### src/rtl/counter_pkg.sv
// Shared types and constants for the time-shared counter scheduler.
package counter_pkg;

  localparam int CNT_W = 8;
  localparam logic [CNT_W-1:0] CNT_RESET = 8'd120;

  typedef enum logic [1:0] {
    IDLE,
    RUN,
    DONE
  } state_t;

  // Turns a requester index into its one-hot grant/done position.
  function automatic logic [1:0] onehot2(input logic idx);
    return idx ? 2'b10 : 2'b01;
  endfunction

endpackage

### src/rtl/counter_sched_rr_arb2.sv
// Two-way round-robin picker: on a tie the requester not served last wins.
module rr_arb2 (
  input  logic [1:0] req,
  input  logic       last,
  output logic [1:0] win
);

  // Single requests win outright; on a tie the pointer hands the turn over.
  always_comb begin
    win = 2'b00;
    case (req)
      2'b01:   win = 2'b01;
      2'b10:   win = 2'b10;
      2'b11:   win = last ? 2'b01 : 2'b10;
      default: win = 2'b00;
    endcase
  end

endmodule

### src/rtl/counter_sched.sv
// One 8-bit up-counter time-shared between two requesters. A winner gets a
// run of len counts starting at its base value; the run ends with a one-cycle
// DONE pulse, or silently if the owner drops its request early.
module counter_sched
  import counter_pkg::*;
(
  input  logic             clk,
  input  logic             rst_n,
  input  logic [1:0]       req,
  input  logic [CNT_W-1:0] base0,
  input  logic [CNT_W-1:0] len0,
  input  logic [CNT_W-1:0] base1,
  input  logic [CNT_W-1:0] len1,
  output logic [1:0]       gnt,
  output logic [CNT_W-1:0] count,
  output logic             busy,
  output logic [1:0]       done
);

  localparam logic [CNT_W-1:0] ONE  = 1;
  localparam logic [CNT_W-1:0] ZERO = '0;

  state_t           state_q, state_d;
  logic [CNT_W-1:0] count_q, count_d;
  logic [CNT_W-1:0] rem_q, rem_d;
  logic             last_q, last_d;
  logic             owner_q, owner_d;
  logic [1:0]       gnt_q, gnt_d;
  logic [1:0]       done_q, done_d;

  logic [1:0]       win;
  logic             winIdx;
  logic [CNT_W-1:0] winBase;
  logic [CNT_W-1:0] winLen;

  rr_arb2 u_arb (
    .req  (req),
    .last (last_q),
    .win  (win)
  );

  assign winIdx  = win[1];
  assign winBase = winIdx ? base1 : base0;
  assign winLen  = winIdx ? len1 : len0;

  // Next-state logic: arbitrate in IDLE, count down the run, pulse on completion.
  always_comb begin
    state_d = state_q;
    count_d = count_q;
    rem_d   = rem_q;
    last_d  = last_q;
    owner_d = owner_q;
    gnt_d   = gnt_q;
    done_d  = 2'b00;
    case (state_q)
      IDLE: begin
        gnt_d = 2'b00;
        if (req != 2'b00) begin
          owner_d = winIdx;
          count_d = winBase;
          rem_d   = winLen;
          if (winLen == ZERO) begin
            state_d = DONE;
            done_d  = onehot2(winIdx);
          end else begin
            state_d = RUN;
            gnt_d   = onehot2(winIdx);
          end
        end
      end
      RUN: begin
        if (!req[owner_q]) begin
          state_d = IDLE;
          gnt_d   = 2'b00;
          rem_d   = ZERO;
          last_d  = owner_q;
        end else if (rem_q == ONE) begin
          state_d = DONE;
          gnt_d   = 2'b00;
          rem_d   = ZERO;
          done_d  = onehot2(owner_q);
        end else begin
          count_d = count_q + ONE;
          rem_d   = rem_q - ONE;
        end
      end
      DONE: begin
        state_d = IDLE;
        gnt_d   = 2'b00;
        last_d  = owner_q;
      end
      default: begin
        state_d = IDLE;
        gnt_d   = 2'b00;
      end
    endcase
  end

  // All scheduler state and registered outputs, cleared asynchronously.
  always_ff @(posedge clk or negedge rst_n) begin
    if (!rst_n) begin
      state_q <= IDLE;
      count_q <= CNT_RESET;
      rem_q   <= ZERO;
      last_q  <= 1'b1;
      owner_q <= 1'b0;
      gnt_q   <= 2'b00;
      done_q  <= 2'b00;
    end else begin
      state_q <= state_d;
      count_q <= count_d;
      rem_q   <= rem_d;
      last_q  <= last_d;
      owner_q <= owner_d;
      gnt_q   <= gnt_d;
      done_q  <= done_d;
    end
  end

  assign gnt   = gnt_q;
  assign count = count_q;
  assign done  = done_q;
  assign busy  = (state_q != IDLE);

endmodule

### config.mk
export PLATFORM = sky130hd
export DESIGN_NAME = counter_sched
export DESIGN_NICKNAME = d
export VERILOG_FILES = /design/src/rtl/counter_pkg.sv /design/src/rtl/counter_sched_rr_arb2.sv /design/src/rtl/counter_sched.sv
export SDC_FILE = /design/constraint.sdc
export NUM_CORES = 1
export LEC_CHECK = 0
export BUFFER_PORTS_ARGS = -buffer_cell sky130_fd_sc_hd__buf_2
export CAP_MARGIN = 20
export CORE_UTILIZATION = 50
export CTS_BUF_LIST = sky130_fd_sc_hd__clkbuf_2 sky130_fd_sc_hd__clkbuf_4 sky130_fd_sc_hd__clkbuf_8
export DETAILED_ROUTE_END_ITERATION = 6
export HOLD_SLACK_MARGIN = 0.1
export PLACE_DENSITY = 0.89
export SYNTH_ARGS = -nofsm -noshare
export SYNTH_HDL_FRONTEND = slang
export SYNTH_SLANG_ARGS = --single-unit
### constraint.sdc
create_clock -name clk -period 2.5 [get_ports clk]
set_clock_uncertainty 0.05 [all_clocks]
set_input_delay 0.25 -clock clk [delete_from_list [all_inputs] [get_ports clk]]
set_output_delay 0.25 -clock clk [all_outputs]
set_load 0.02 [all_outputs]
* Yosys cells after proc, flatten, opt, wreduce, memory -nomap -nowiden
Cells that the tools add are included.
Widths: inputs -> output; s select.
** Cells by class
- $lt $le $gt $ge :: 1
- Add/sub/neg operators :: 2
- Equality and inequality tests :: 11
- Muxes and demuxes :: 33
- Multiply operators :: 0
- Reductions and logical operators :: 11
- Bitwise gates (word level) :: 0
- Shifts and indexed selects :: 0
- Divide/modulo/power cells :: 0
** Operators with widths (number)
- $mux 8 :: 8
- $pmux 8 s2 :: 2
- $mux 2 :: 15
- $pmux 2 s2 :: 3
- $add 8x1->8 const B :: 1
- $eq 8x1->1 const B :: 1
- $logic_not 8->1 :: 1
- $ne 2x2->1 const B :: 4
- $reduce_and 2->1 :: 4
- $reduce_bool 2->1 :: 4
- $sub 8x1->8 const B :: 1
- $eq 2x2->1 const B :: 3
- $pmux 2 s3 :: 1
- $eq 2x1->1 const B :: 2
- $reduce_and 4->1 :: 1
- $mux 1 :: 3
- $ne 3x3->1 const B :: 1
- $logic_not 2->1 :: 1
- $lt 1x2->1 const B :: 1
- $pmux 1 s2 :: 1
** Word-level totals
- Memories :: 0
- Output and inout port bits :: 13
- Register bits after elaboration :: 24
- Word-level logic and storage cells :: 65
- Latch bits :: 0
- Bits in writable memories :: 0
- Bits in read-only memories :: 0
- Bits of input ports :: 36

* Longest topological paths before layout
- Word-level depth :: 7
- Mapped depth :: 9
- Mapped depth without buffers :: 7

* By module
A second synthesis with hierarchy kept.
** Unflattened totals
- Cells, all modules :: 193
- Area total of the unflattened synthesis :: 1682.9 um^2
** By module, submodules not included
- counter_sched :: area an instance 1664.1 um^2, cells an instance 190, sequential area each 606.8 um^2, instances 1
- rr_arb2 :: area an instance 18.8 um^2, cells an instance 3, sequential area each 0.0 um^2, instances 1

* Worst setup path before layout
Ideal clock, no wire load.
- Kind :: reg2reg
- Start point :: reg rem_q[5]
- End point :: reg count_q[2], in the netlist count[2]
- Data required time :: 2.329 ns
- Buffers on the path :: 2
- Cell stages (with the launch flop) :: 7
- Data arrival time :: 1.873 ns
- Path slack :: 0.456 ns
- Cells stage by stage :: dfrtp_1 > or4_1 > or3_1 > buf_6 > o21a_1 > buf_6 > a22o_1
** Between the ends
- Cells in the longest elaborated chain, start to end :: 3
** Ends and longest elaborated chain
- start: declaration :: RTL line counter_sched.sv:25 : logic [CNT_W-1:0] rem_q, rem_d;
- start signal: assignment :: RTL line counter_sched.sv:112 : rem_q <= rem_d;
- $eq 8x1->1 :: RTL line counter_sched.sv:77 : end else if (rem_q == ONE) begin
- $ne 2x2->1 (no line)
- $reduce_and 4->1 (no line)
- end signal: assignment :: RTL line counter_sched.sv:111 : count_q <= count_d;
- end: declaration :: RTL line counter_sched.sv:24 : logic [CNT_W-1:0] count_q, count_d;
Every way passes these cells.
A chain may end at the register's enable or synchronous reset.

* Worst setup path in the final report
Ends and elaborated chain as after synthesis.

==> impl_metrics.ini <==
[route]
wl_um = 3890
firstDrtPassIters = 4
drtAntennaViolNets = 0
routedWlPerCell_um = 14.4
drt_iter0_markers = 69
via_per_inst = 5.80
vias = 1559
remaining_drc_errors = 0

[sta]
min_period_over_period = 0.894
min_period_ps = 2240
rsz0062_at_grt = no
slew_headroom = 0.589
worst_slew_pin_slew_ps = 610
final.setup.tns_ps = 0
setup_ws_ps = 264
setup_viol_count_final = 0
max_freq_mhz = 447
slew_violations = 0
finalHoldViolCount = 0

[power]
power_mw = 2.24
irDropWorstVdd_v = 0.000718
power.leakage_nw = 0.903
cellPowerDensity_nw_per_um2 = 1150

[synthesis]
ys_top_cells_by_count = dfrtp_1 (19), nand2_1 (17), mux2i_1 (14)
synthArstFlopShare = 1.00
ys_types = 39
synth_top_flop_cell = dfrtp_1
yosysTopAreaCell = dfrtp_1
ys_seq_elements = 24
seq_area_frac_synth = 0.380
syn_area_per_cell_um2 = 9.06
netlist.area_leader.share = 0.298
yosys_warnings = 0
synthCells = 176
yosysMostFrequentCell = dfrtp_1
synth-edff-count = 0
synth.area.top_cells = dfrtp_1 (30%), mux2i_1 (8.8%), dfstp_2 (8.2%)
syn_area_um2 = 1600
synth_nets = 215

[die]
start_util = 0.527
num_rows = 20
core_um2 = 3030
die_y_um = 58.5
dieArea_um2 = 3420
ios = 49
die_x_um = 58.5

[placed_design]
hpwlAfterDp_um = 2940
dp_slack_ps = 276
placed_cells = 264
port_buffers = 48
place.gp.congestion = 0.893

[setup_path]
endpoint_kind = flip-flop
cp_top_family = simple AND/OR/NAND/NOR gates
required_ps = 2690
max_stage_delay_ps = 550
critPathKind = reg -> reg
cp_cell_sequence = or4_1 > or3_1 > o21a_1 > a22o_1
slowest_stage = or4_1
arrival_ps = 2430
crit_path_start_kind = flip-flop
cp_max_fo = 10
crit_buf_inv = 0

[clock_tree]
clk_pin_slew_worst_paths_ps = 140
tritoncts = done
clkLatencyLatePin_ps = 330
clockRootBuffer = clkbuf_4
htree_levels = 1
cts_resized = 0
numCtsBuffers = 3
cts_buffer_depth = 2
clock_sinks = 24

[layout]
nNetsFinal = 265
fillers = 260
drive_gt1_frac = 0.324
utilization = 0.641
n_antenna_cell = 0
syn_to_final_growth_pct = 21.6
fin_cells = 269

[global_route]
grt_pass1_vias = 1452
grt_max_degree = 25
grt_pass1_wl_um = 6400
track_usage = 0.247
grt_antenna_before_repair = 0
grt_overflow_total = 0

[min_path]
hp-class = in -> reg

[job]
drv_cap = 0

[status]
outcome = finished, final reports clean
-- placed cells by master, fill, tap and decap left out, types with 2 or more instances in the layout --
cell	count
dfrtp_1	19
o21ai_2	3
ha_1	3
mux2_2	5
a21oi_1	10
nand3_1	7
nor4_1	5
nor2_1	11
nor3_1	4
inv_1	3
o21a_1	3
a2bb2oi_1	3
buf_2	48
o22ai_1	9
or2_2	2
clkbuf_4	3
a21o_1	3
nand2b_1	4
a22o_1	6
nand2_1	17
nor2b_1	2
a32o_1	2
mux2i_1	14
buf_4	4
or3_1	2
dfstp_2	5
a211oi_1	3
o21ai_0	12
-- area by class of cell --
cell class,instances,area (um2),area share
tap,44,55.1,0.0284
clock inverter,1,30.0,0.0155
sequential,24,607,0.313
inverter,3,11.3,0.00580
multi-input combinational,141,935,0.482
timing repair buffer,53,280,0.144
clock buffer,3,22.5,0.0116
-- power by group --
part           internal [mW]  switching (mW)
Combinational          0.502           0.681
Sequential             0.579           0.194
Clock                  0.162           0.122
Total                   1.24           0.997
-- tightest hold or removal path: stages --
cell and delay, ps:
buf_2 130, nor2_1 70, a21oi_1 140
-- flip-flops by register name, summed over array words and instances, names as in the netlist --
signal / cells
gnt: 2
owner_q: 1
last_q: 1
count: 8
done: 2
rem_q: 8
state_q: 2
-- per-layer routing --
layer,routed length [um],up-vias,GRT usage
met5,0,-,0
li1,-,772,-
met1,1690,748,0.299
met2,1990,31,0.427
met3,130,8,0.0527
met4,76,0,0.102
-- per-stage QoR --
stage | area [um2] | hold WS, ps
2_1_floorplan | 1600 | -95.6
3_3_place_gp | 1880 | 206
3_5_place_dp | 1880 | 204
4_1_cts | 1940 | 234
5_1_grt | 1940 | 255
6_report | 1940 | 237
-- worst paths after layout --
| path | slack, ps | from | cells past startpoint | endpoint |
|---|---|---|---|---|
| setup / recovery | 260 | rem_q[5] | 4 | count[2] |
| hold / removal | 240 | req[1] | 3 | state_q[1] |
| setup reg to reg | 260 | rem_q[5] | 4 | count[2] |
| hold reg to reg | 470 | rem_q[7] | 1 | rem_q[7] |
| max in group asynchronous | 1660 | rst_n | 2 | count[6] |
| min in group asynchronous | 360 | rst_n | 2 | count[0] |
-- timing repair --
| action | 4_1_cts | 5_1_grt |
|---|---|---|
| setup buffers | 0 | 0 |
| endpoints found under the hold margin | 19 | 0 |
| hold buffers | 1 | 0 |
-- kinds of logic after synthesis --
kind of cell,count (synthesis),synth area share
DFF,24,0.380
buffers and inverters,11,0.0361
muxes,19,0.123
and+or+nand+nor,60,0.185
AOI/OAI and AO/OA,59,0.252
adders and majority gates,3,0.0235
Power figures use the tool's default switching activity.
